--- config.mk ---
export PLATFORM = sky130hd
export DESIGN_NAME = muldiv_unit
export DESIGN_NICKNAME = d
export VERILOG_FILES = /design/src/rtl/muldiv_pkg.sv /design/src/rtl/muldiv_unit.sv
export SDC_FILE = /design/constraint.sdc
export NUM_CORES = 1
export LEC_CHECK = 0
export ABC_AREA = 0
export CORE_ASPECT_RATIO = 1.1
export CORE_UTILIZATION = 41
export DETAILED_ROUTE_END_ITERATION = 12
export GPL_TIMING_DRIVEN = 0
export PLACE_DENSITY = 0.59
export SLEW_MARGIN = 20
export SYNTH_ARGS = -nofsm -noshare
export SYNTH_HDL_FRONTEND = slang
export SYNTH_SLANG_ARGS = --single-unit
--- constraint.sdc ---
create_clock -name clock -period 11 [get_ports clock]
set_clock_uncertainty 0.15 [all_clocks]
set_input_delay 3.3 -clock clock [delete_from_list [all_inputs] [get_ports clock]]
set_output_delay 3.3 -clock clock [all_outputs]
set_load 0.01 [all_outputs]
--- src/rtl/muldiv_pkg.sv ---
// Shared encodings for the iterative multiply/divide unit.
package muldiv_pkg;

  // Operation select as driven by the execute stage
  typedef enum logic [1:0] {
    OP_MULT  = 2'b00,
    OP_MULTU = 2'b01,
    OP_DIV   = 2'b10,
    OP_DIVU  = 2'b11
  } muldiv_op_e;

  // Sequencer states
  typedef enum logic [1:0] {
    ST_IDLE = 2'd0,
    ST_CALC = 2'd1,
    ST_FIX  = 2'd2
  } muldiv_state_e;

endpackage

--- src/rtl/muldiv_unit.sv ---
// Iterative multiply/divide unit with architectural HI/LO registers.
// One result bit per cycle on operand magnitudes; signs restored in FIX.
module muldiv_unit
  import muldiv_pkg::*;
#(
  parameter int unsigned WIDTH = 32
) (
  input  logic             clock,
  input  logic             reset_n,
  input  logic             start,
  input  logic [1:0]       op,
  input  logic [WIDTH-1:0] a,
  input  logic [WIDTH-1:0] b,
  input  logic             cancel,
  input  logic             hi_we,
  input  logic             lo_we,
  input  logic [WIDTH-1:0] wdata,
  output logic             busy,
  output logic             done,
  output logic [WIDTH-1:0] hi,
  output logic [WIDTH-1:0] lo
);

  localparam int unsigned CW = $clog2(WIDTH) + 1;
  localparam int unsigned W2 = 2 * WIDTH;

  muldiv_state_e    state_q, state_d;
  muldiv_op_e       op_e;
  logic             busy_d, done_d;
  logic [WIDTH-1:0] hi_d, lo_d;
  logic [CW-1:0]    cnt_q, cnt_d;
  // Multiply: {partial product, multiplier}. Divide: low half shifts dividend out, quotient in.
  logic [W2-1:0]    acc_q, acc_d;
  logic [WIDTH:0]   rem_q, rem_d;
  logic [WIDTH-1:0] opnd_q, opnd_d;
  logic [WIDTH-1:0] araw_q, araw_d;
  logic             is_div_q, is_div_d;
  logic             sign_q, sign_q_d;
  logic             sign_r, sign_r_d;
  logic             dz_q, dz_d;

  logic             is_signed;
  logic [WIDTH-1:0] a_mag, b_mag;
  logic [WIDTH:0]   mul_sum;
  logic [WIDTH+1:0] div_shift, div_diff;
  logic             div_ge;
  logic [W2-1:0]    prod;
  logic [WIDTH-1:0] quo_fix, rem_fix;

  // Operand decode and magnitude extraction at launch
  assign op_e      = muldiv_op_e'(op);
  assign is_signed = (op_e == OP_MULT) || (op_e == OP_DIV);
  assign a_mag     = (is_signed && a[WIDTH-1]) ? -a : a;
  assign b_mag     = (is_signed && b[WIDTH-1]) ? -b : b;

  // One shift-add step: add multiplicand when the current multiplier bit is set
  assign mul_sum = {1'b0, acc_q[W2-1:WIDTH]} + (acc_q[0] ? {1'b0, opnd_q} : '0);

  // One restoring step: trial subtract, the borrow bit decides the quotient bit
  assign div_shift = {rem_q, acc_q[WIDTH-1]};
  assign div_diff  = div_shift - (WIDTH+2)'(opnd_q);
  assign div_ge    = ~div_diff[WIDTH+1];

  // Sign restoration of the magnitude results
  assign prod    = sign_q ? -acc_q : acc_q;
  assign quo_fix = sign_q ? -acc_q[WIDTH-1:0] : acc_q[WIDTH-1:0];
  assign rem_fix = sign_r ? -rem_q[WIDTH-1:0] : rem_q[WIDTH-1:0];

  // Next-state, datapath and output computation
  always_comb begin
    state_d  = state_q;
    done_d   = 1'b0;
    hi_d     = hi;
    lo_d     = lo;
    cnt_d    = cnt_q;
    acc_d    = acc_q;
    rem_d    = rem_q;
    opnd_d   = opnd_q;
    araw_d   = araw_q;
    is_div_d = is_div_q;
    sign_q_d = sign_q;
    sign_r_d = sign_r;
    dz_d     = dz_q;

    case (state_q)
      ST_IDLE: begin
        if (hi_we) hi_d = wdata;
        if (lo_we) lo_d = wdata;
        if (start && !cancel) begin
          is_div_d = op[1];
          sign_q_d = is_signed && (a[WIDTH-1] ^ b[WIDTH-1]);
          sign_r_d = is_signed && a[WIDTH-1];
          dz_d     = op[1] && (b == '0);
          araw_d   = a;
          cnt_d    = '0;
          rem_d    = '0;
          if (op[1]) begin
            acc_d  = {{WIDTH{1'b0}}, a_mag};
            opnd_d = b_mag;
          end else begin
            acc_d  = {{WIDTH{1'b0}}, b_mag};
            opnd_d = a_mag;
          end
          state_d = ST_CALC;
        end
      end
      ST_CALC: begin
        if (cancel) begin
          state_d = ST_IDLE;
        end else begin
          if (is_div_q) begin
            rem_d             = div_ge ? div_diff[WIDTH:0] : div_shift[WIDTH:0];
            acc_d[WIDTH-1:0]  = {acc_q[WIDTH-2:0], div_ge};
          end else begin
            acc_d = {mul_sum, acc_q[WIDTH-1:1]};
          end
          if (cnt_q == CW'(WIDTH - 1)) state_d = ST_FIX;
          else                         cnt_d   = cnt_q + CW'(1);
        end
      end
      ST_FIX: begin
        state_d = ST_IDLE;
        if (!cancel) begin
          done_d = 1'b1;
          if (!is_div_q) begin
            hi_d = prod[W2-1:WIDTH];
            lo_d = prod[WIDTH-1:0];
          end else if (dz_q) begin
            hi_d = araw_q;
            lo_d = '1;
          end else begin
            hi_d = rem_fix;
            lo_d = quo_fix;
          end
        end
      end
      default: state_d = ST_IDLE;
    endcase

    busy_d = (state_d != ST_IDLE);
  end

  // State, datapath and output registers
  always_ff @(posedge clock or negedge reset_n) begin
    if (!reset_n) begin
      state_q  <= ST_IDLE;
      busy     <= 1'b0;
      done     <= 1'b0;
      hi       <= '0;
      lo       <= '0;
      cnt_q    <= '0;
      acc_q    <= '0;
      rem_q    <= '0;
      opnd_q   <= '0;
      araw_q   <= '0;
      is_div_q <= 1'b0;
      sign_q   <= 1'b0;
      sign_r   <= 1'b0;
      dz_q     <= 1'b0;
    end else begin
      state_q  <= state_d;
      busy     <= busy_d;
      done     <= done_d;
      hi       <= hi_d;
      lo       <= lo_d;
      cnt_q    <= cnt_d;
      acc_q    <= acc_d;
      rem_q    <= rem_d;
      opnd_q   <= opnd_d;
      araw_q   <= araw_d;
      is_div_q <= is_div_d;
      sign_q   <= sign_q_d;
      sign_r   <= sign_r_d;
      dz_q     <= dz_d;
    end
  end

endmodule
# --- Word-level counts from Yosys, hierarchy flattened ---
# Index checks and enable logic that the tools add are counted.
classes:
  n_mux: 38
  bitwise_logic: 2
  n_div: 0
  n_reduce_logical: 20
  shift: 0
  order_cmp: 0
  n_eq_ne: 12
  addsub: 8
  mul: 0
ops:
  columns: ["op", "n"]
  rows:
  - ["$mux 32", 17]
  - ["$mux 64", 3]
  - ["$mux 33", 4]
  - ["$neg 32->32", 4]
  - ["$pmux 32 s2", 2]
  - ["$pmux 64 s2", 1]
  - ["$pmux 33 s2", 1]
  - ["$neg 64->64", 1]
  - ["$sub 34x32->34", 1]
  - ["$add 32x32->33", 1]
  - ["$logic_not 32->1", 1]
  - ["$mux 6", 3]
  - ["$ne 2x2->1 const B", 8]
  - ["$pmux 6 s2", 1]
  - ["$reduce_and 4->1", 3]
  - ["$reduce_and 3->1", 3]
  - ["$add 6x1->6 const B", 1]
  - ["$eq 6x5->1 const B", 1]
  - ["$mux 2", 3]
  - ["$reduce_bool 2->1", 3]
  - ["$logic_and 1x1->1", 5]
  - ["$eq 2x2->1 const B", 2]
  - ["$logic_not 2->1", 2]
  - ["$pmux 2 s2", 1]
  - ["7 further kinds", 8]
totals:
  reg_bits: 239
  out_inout_bits: 66
  input_bits: 104
  ram_bits: 0
  rom_bits: 0
  word_cells: 95
  latch_bits: 0
  n_memories: 0

# --- Logic depth before layout (Yosys ltp) ---
logic_depth:
  depth_word: 7
  depth_mapped: 15
  mapped_depth_nobuf: 14

# --- Worst setup path after synthesis ---
# No wires, ideal clock.
synth_timing:
  kind: "in2reg"
  from: "input port a[13]"
  to: "register acc_q[29]"
  n_path_buf: 0
  required_time_ns: 10.717
  setup_time_ns: 0.133
  cell_stages: 10
  path_slack_ns: 4.830
  arrival_time_ns: 5.886
  cell_sequence: "or4_1 or3_1 or4_1 nor4_1 nand2_1 o41ai_1 xor2_1 nand2_1 o21ai_0 o21ai_0"
synth_between:
  elab_chain_len: 5
synth_lines:
  columns: ["element", "line", "rtl"]
  rows:
  - ["from (decl)", "muldiv_unit.sv:12", "input logic [WIDTH-1:0] a,"]
  - ["$neg 32->32", "muldiv_unit.sv:53", "assign a_mag = (is_signed && a[WIDTH-1]) ? -a : a;"]
  - ["$mux 32", "muldiv_unit.sv:53", null]
  - ["$mux 32", "muldiv_unit.sv:97", "if (op[1]) begin"]
  - ["$mux 64", "muldiv_unit.sv:89", "if (start && !cancel) begin"]
  - ["$pmux 64 s2", "muldiv_unit.sv:85", "case (state_q)"]
  - ["to (signal assigned)", "muldiv_unit.sv:152", "acc_q <= '0;"]
  - ["to (signal assigned)", "muldiv_unit.sv:167", "acc_q <= acc_d;"]
  - ["to (decl)", "muldiv_unit.sv:33", "logic [W2-1:0] acc_q, acc_d;"]
# No other way between the ends. The select of a mux whose other input is x is not followed.
# A chain may end at the register's enable or synchronous reset.

# --- Worst setup path in the final report ---
layout_timing:
  from: "input port a[11]"
  to: "register opnd_q[25]"
layout_between:
  elab_chain_len: 3
layout_lines:
  columns: ["element", "line", "rtl"]
  rows:
  - ["$neg 32->32", "muldiv_unit.sv:53", null]
  - ["$mux 32", "muldiv_unit.sv:53", null]
  - ["$mux 32", "muldiv_unit.sv:97", null]
  - ["to (signal assigned)", "muldiv_unit.sv:169", "opnd_q <= opnd_d;"]
  - ["to (decl)", "muldiv_unit.sv:35", "logic [WIDTH-1:0] opnd_q, opnd_d;"]
# No other way between the ends.

==> flow_summary.json <==
{
  "grt_start_max_net_pins": 83,
  "maxCapViolations": 0,
  "met2_usage_pct": 52.1,
  "first_pass_iters": 7,
  "drt-initial-drc-count": 1471,
  "syn_area_um2": 18000,
  "worst_setup_path_end_kind": "flop",
  "dp_cells": 3008,
  "clkPwrFrac_pct": 31.8,
  "ys_ff_latch": 239,
  "coreArea_um2": 43300,
  "startpoint_type": "input pin",
  "swShare_pct": 36.9,
  "r2r_cells": 15,
  "syn_to_final_growth_pct": 19.4,
  "drv_slew": 0,
  "cts_hold_buf": 0,
  "min_path_type": "flop to flop",
  "p_leak_nw": 9.07,
  "power.total_mw": 3.26,
  "cts_sinks": 239,
  "internal_power_mw": 2.06,
  "clock_latency_ns": 0.58,
  "pin_count": 170,
  "die_w_um": 202,
  "dp_hpwl_um": 59200,
  "cts-root-buf": "clkbuf_16",
  "start_util_pct": 41.4,
  "seq_area_frac_synth_pct": 33.3,
  "fmax_mhz": 142,
  "dp_slack_ns": 3.30,
  "path_buf_inv": 1,
  "cp_top_family": "simple AND/OR/NAND/NOR gates",
  "ant_nets": 0,
  "slew_headroom_pct": 32.2,
  "numCtsBuffers": 29,
  "synth_top_flop_cell": "dfrtp_1",
  "crit_start": "a[11]",
  "finalHoldViolCount": 0,
  "wl_um": 72900,
  "die_area_um2": 44700,
  "synth_nets": 2438,
  "drive_above_1_share_pct": 3.78,
  "routedWlPerCell_um": 23.8,
  "status": "complete, no violations",
  "ir_drop_mv": 0.0879,
  "crit_path_top_delay_cell": "o211ai_1",
  "pwr-share-comb_pct": 33.3,
  "timing.rr.start": "acc_q[0]",
  "worst-setup-path-type": "input pin to flop",
  "r2r_end": "acc_q[61]",
  "busiest_layer": "met2",
  "synth_cells": 2263,
  "synthArstFlopShare_pct": 100,
  "via_count": 17862,
  "grt_pass1_wl_um": 109000,
  "die_h_um": 222,
  "worst_slack_ns": 3.94,
  "gr-usage-met3_pct": 3.23,
  "rsz0062_at_grt": "false",
  "timing.final.crit_period_ns": 7.06,
  "cts_tree": "done",
  "port_buffers": 169,
  "rows": 80,
  "fin_tns_setup_ns": 0,
  "grt_pass1_vias": 17238,
  "critical_path_depth": 9,
  "r2r_slack_ns": 6.41,
  "htree_levels": 1,
  "p_sw_mw": 1.20,
  "fin_crit_sh_pct": 64.2,
  "routed_via_density": 5.84,
  "crit_top_cell": "or4_1",
  "avgSynthCellArea_um2": 7.94,
  "crit_path_end": "opnd_q[25]",
  "yosysWarnings": 0,
  "critical_path_arrival_ns": 7.31,
  "post-cts-setup-buffers": 0,
  "insertedDiodeCount": 0,
  "layout.nets": 2640,
  "clkTransAtPathRegs_ns": 0.06,
  "grt_usage_pct": 32.3,
  "antenna_found_initial": 1,
  "required_ns": 11.25,
  "clockBufferDepth": 3,
  "cpPeakStageDelay_ns": 0.69,
  "final_cells": 3061,
  "seq_power_share_pct": 34.9,
  "gr-total-overflow": 0,
  "setup_viol": 0,
  "ys_types": 76,
  "drc": 0,
  "critPathMaxFanout": 5,
  "p_per_area_nw_per_um2": 152,
  "grtUsageMet1_pct": 45.0,
  "synth-edff-count": 0,
  "crit_chain": "clkdlybuf4s50_1 > or4_1 > or3_1 > or4_1 > nor4_1 > a31oi_1 > xor2_1 > o211ai_1 > o21ai_0",
  "tightest_slew_ns": 1.01,
  "gp_congestion": 0.973,
  "cts_resized": 0
}
==> power by group through the flow <==
stage / combinational [mW] / clock [mW] / sequential, mW
after floorplan: 0.667 / 0 / 1.11
after global placement: 1.06 / 0 / 1.15
after detailed placement: 1.07 / 0 / 1.15
after CTS: 1.08 / 1.05 / 1.14
after global routing: 1.19 / 1.07 / 1.15
final: 1.09 / 1.04 / 1.14
==> metal layers <==
metal  up-vias  routed length (um)  part of all wire, %
met1      8650               32500                   45
met5         -                   0                    0
met2       666               33200                   46
met4         0                2640                  3.6
li1       8447                   -                    -
met3        99                4490                  6.2
==> sequential cells by signal, summed over array words and instances (netlist names), 2 cells and up <==
name,cells
acc_q,64
rem_q,33
cnt_q,6
state_q,2
lo,32
opnd_q,32
araw_q,32
hi,32
==> per-stage QoR <==
step / instance area (um^2) / utilization (%) / hold slack, ns
6_report: 21500 / 49.5 / 0.329
5_1_grt: 21500 / 49.5 / 0.343
4_1_cts: 21500 / 49.5 / 0.333
3_5_place_dp: 20400 / 47.1 / 0.320
3_3_place_gp: 20400 / 47.0 / 0.312
2_1_floorplan: 18000 / - / 0.287
==> Yosys cell counts, drive strengths merged, types with 40 or more instances <==
| master | n | area [um^2] |
|---|---|---|
| nand2 | 378 | 1420 |
| mux2i | 74 | 741 |
| nor2 | 176 | 661 |
| xor2 | 92 | 806 |
| o31ai | 46 | 350 |
| nor3 | 40 | 200 |
| a21oi | 154 | 771 |
| inv | 65 | 244 |
| xnor2 | 113 | 990 |
| dfrtp | 239 | 5980 |
| o21ai | 280 | 1410 |
| clkbuf | 115 | 482 |
| ha | 69 | 863 |
==> cells in the final DEF (no fill, tap or decap), drive strengths merged, types with 7 or more instances in the layout <==
| cell | instances |
|---|---|
| o211ai | 31 |
| ha | 69 |
| or4 | 18 |
| o31ai | 46 |
| a31oi | 18 |
| or2 | 9 |
| and2 | 9 |
| a21o | 36 |
| a211oi | 23 |
| o21a | 10 |
| dfrtp | 239 |
| nand2b | 20 |
| o221ai | 11 |
| or3 | 20 |
| clkdlybuf4s50 | 168 |
| nand2 | 378 |
| clkbuf | 152 |
| nand4 | 8 |
| o22ai | 31 |
| and3 | 19 |
| o41ai | 22 |
| nor4 | 11 |
| o22a | 8 |
| a21oi | 154 |
| nor2 | 176 |
| buf | 20 |
| nand3 | 31 |
| nor3 | 40 |
| xnor2 | 113 |
| clkinv | 9 |
| nor2b | 15 |
| nor3b | 7 |
| mux2i | 74 |
| o21ai | 280 |
| xor2 | 92 |
| inv | 66 |
==> cells by family (layout without fill, tap and decap cells) <==
group | after synthesis | count (layout) | synth area share, %
AND/OR/NAND/NOR | 770 | 770 | 19.1
flip-flops | 239 | 239 | 33.3
XOR/XNOR | 205 | 205 | 10.0
buffers and inverters | 197 | 421 | 4.57
adder cells (fa/ha/maj) | 71 | 71 | 5.03
AO/OA/AOI/OAI | 706 | 706 | 23.8
multiplexers | 75 | 75 | 4.19
==> worst min-delay path by stage <==
stage          cells past startpoint  startpoint    endpoint
2_1_floorplan                      2  araw_q[13]  araw_q[13]
3_3_place_gp                       2  araw_q[13]  araw_q[13]
3_5_place_dp                       2       hi[4]       hi[4]
4_1_cts                            2       hi[4]       hi[4]
5_1_grt                            2      lo[11]      lo[11]
6_report                           2       hi[4]       hi[4]
==> final cells by class <==
type / instances / area (um^2)
tap: 574 / 718
multi-input combinational: 1827 / 11200
fill: 4303 / 21900
clock buffer: 37 / 806
clock inverter: 16 / 211
sequential: 239 / 5980
buffer: 132 / 577
timing repair buffer: 171 / 1750
inverter: 65 / 244
==> tightest hold or removal path: cells and delay by family (launching register included) <==
family | cells | cell delay, ns
simple gates | 1 | 0.05
flops | 1 | 0.34
compound gates | 1 | 0.06
Note: power is estimated with default switching activity, not from simulation.
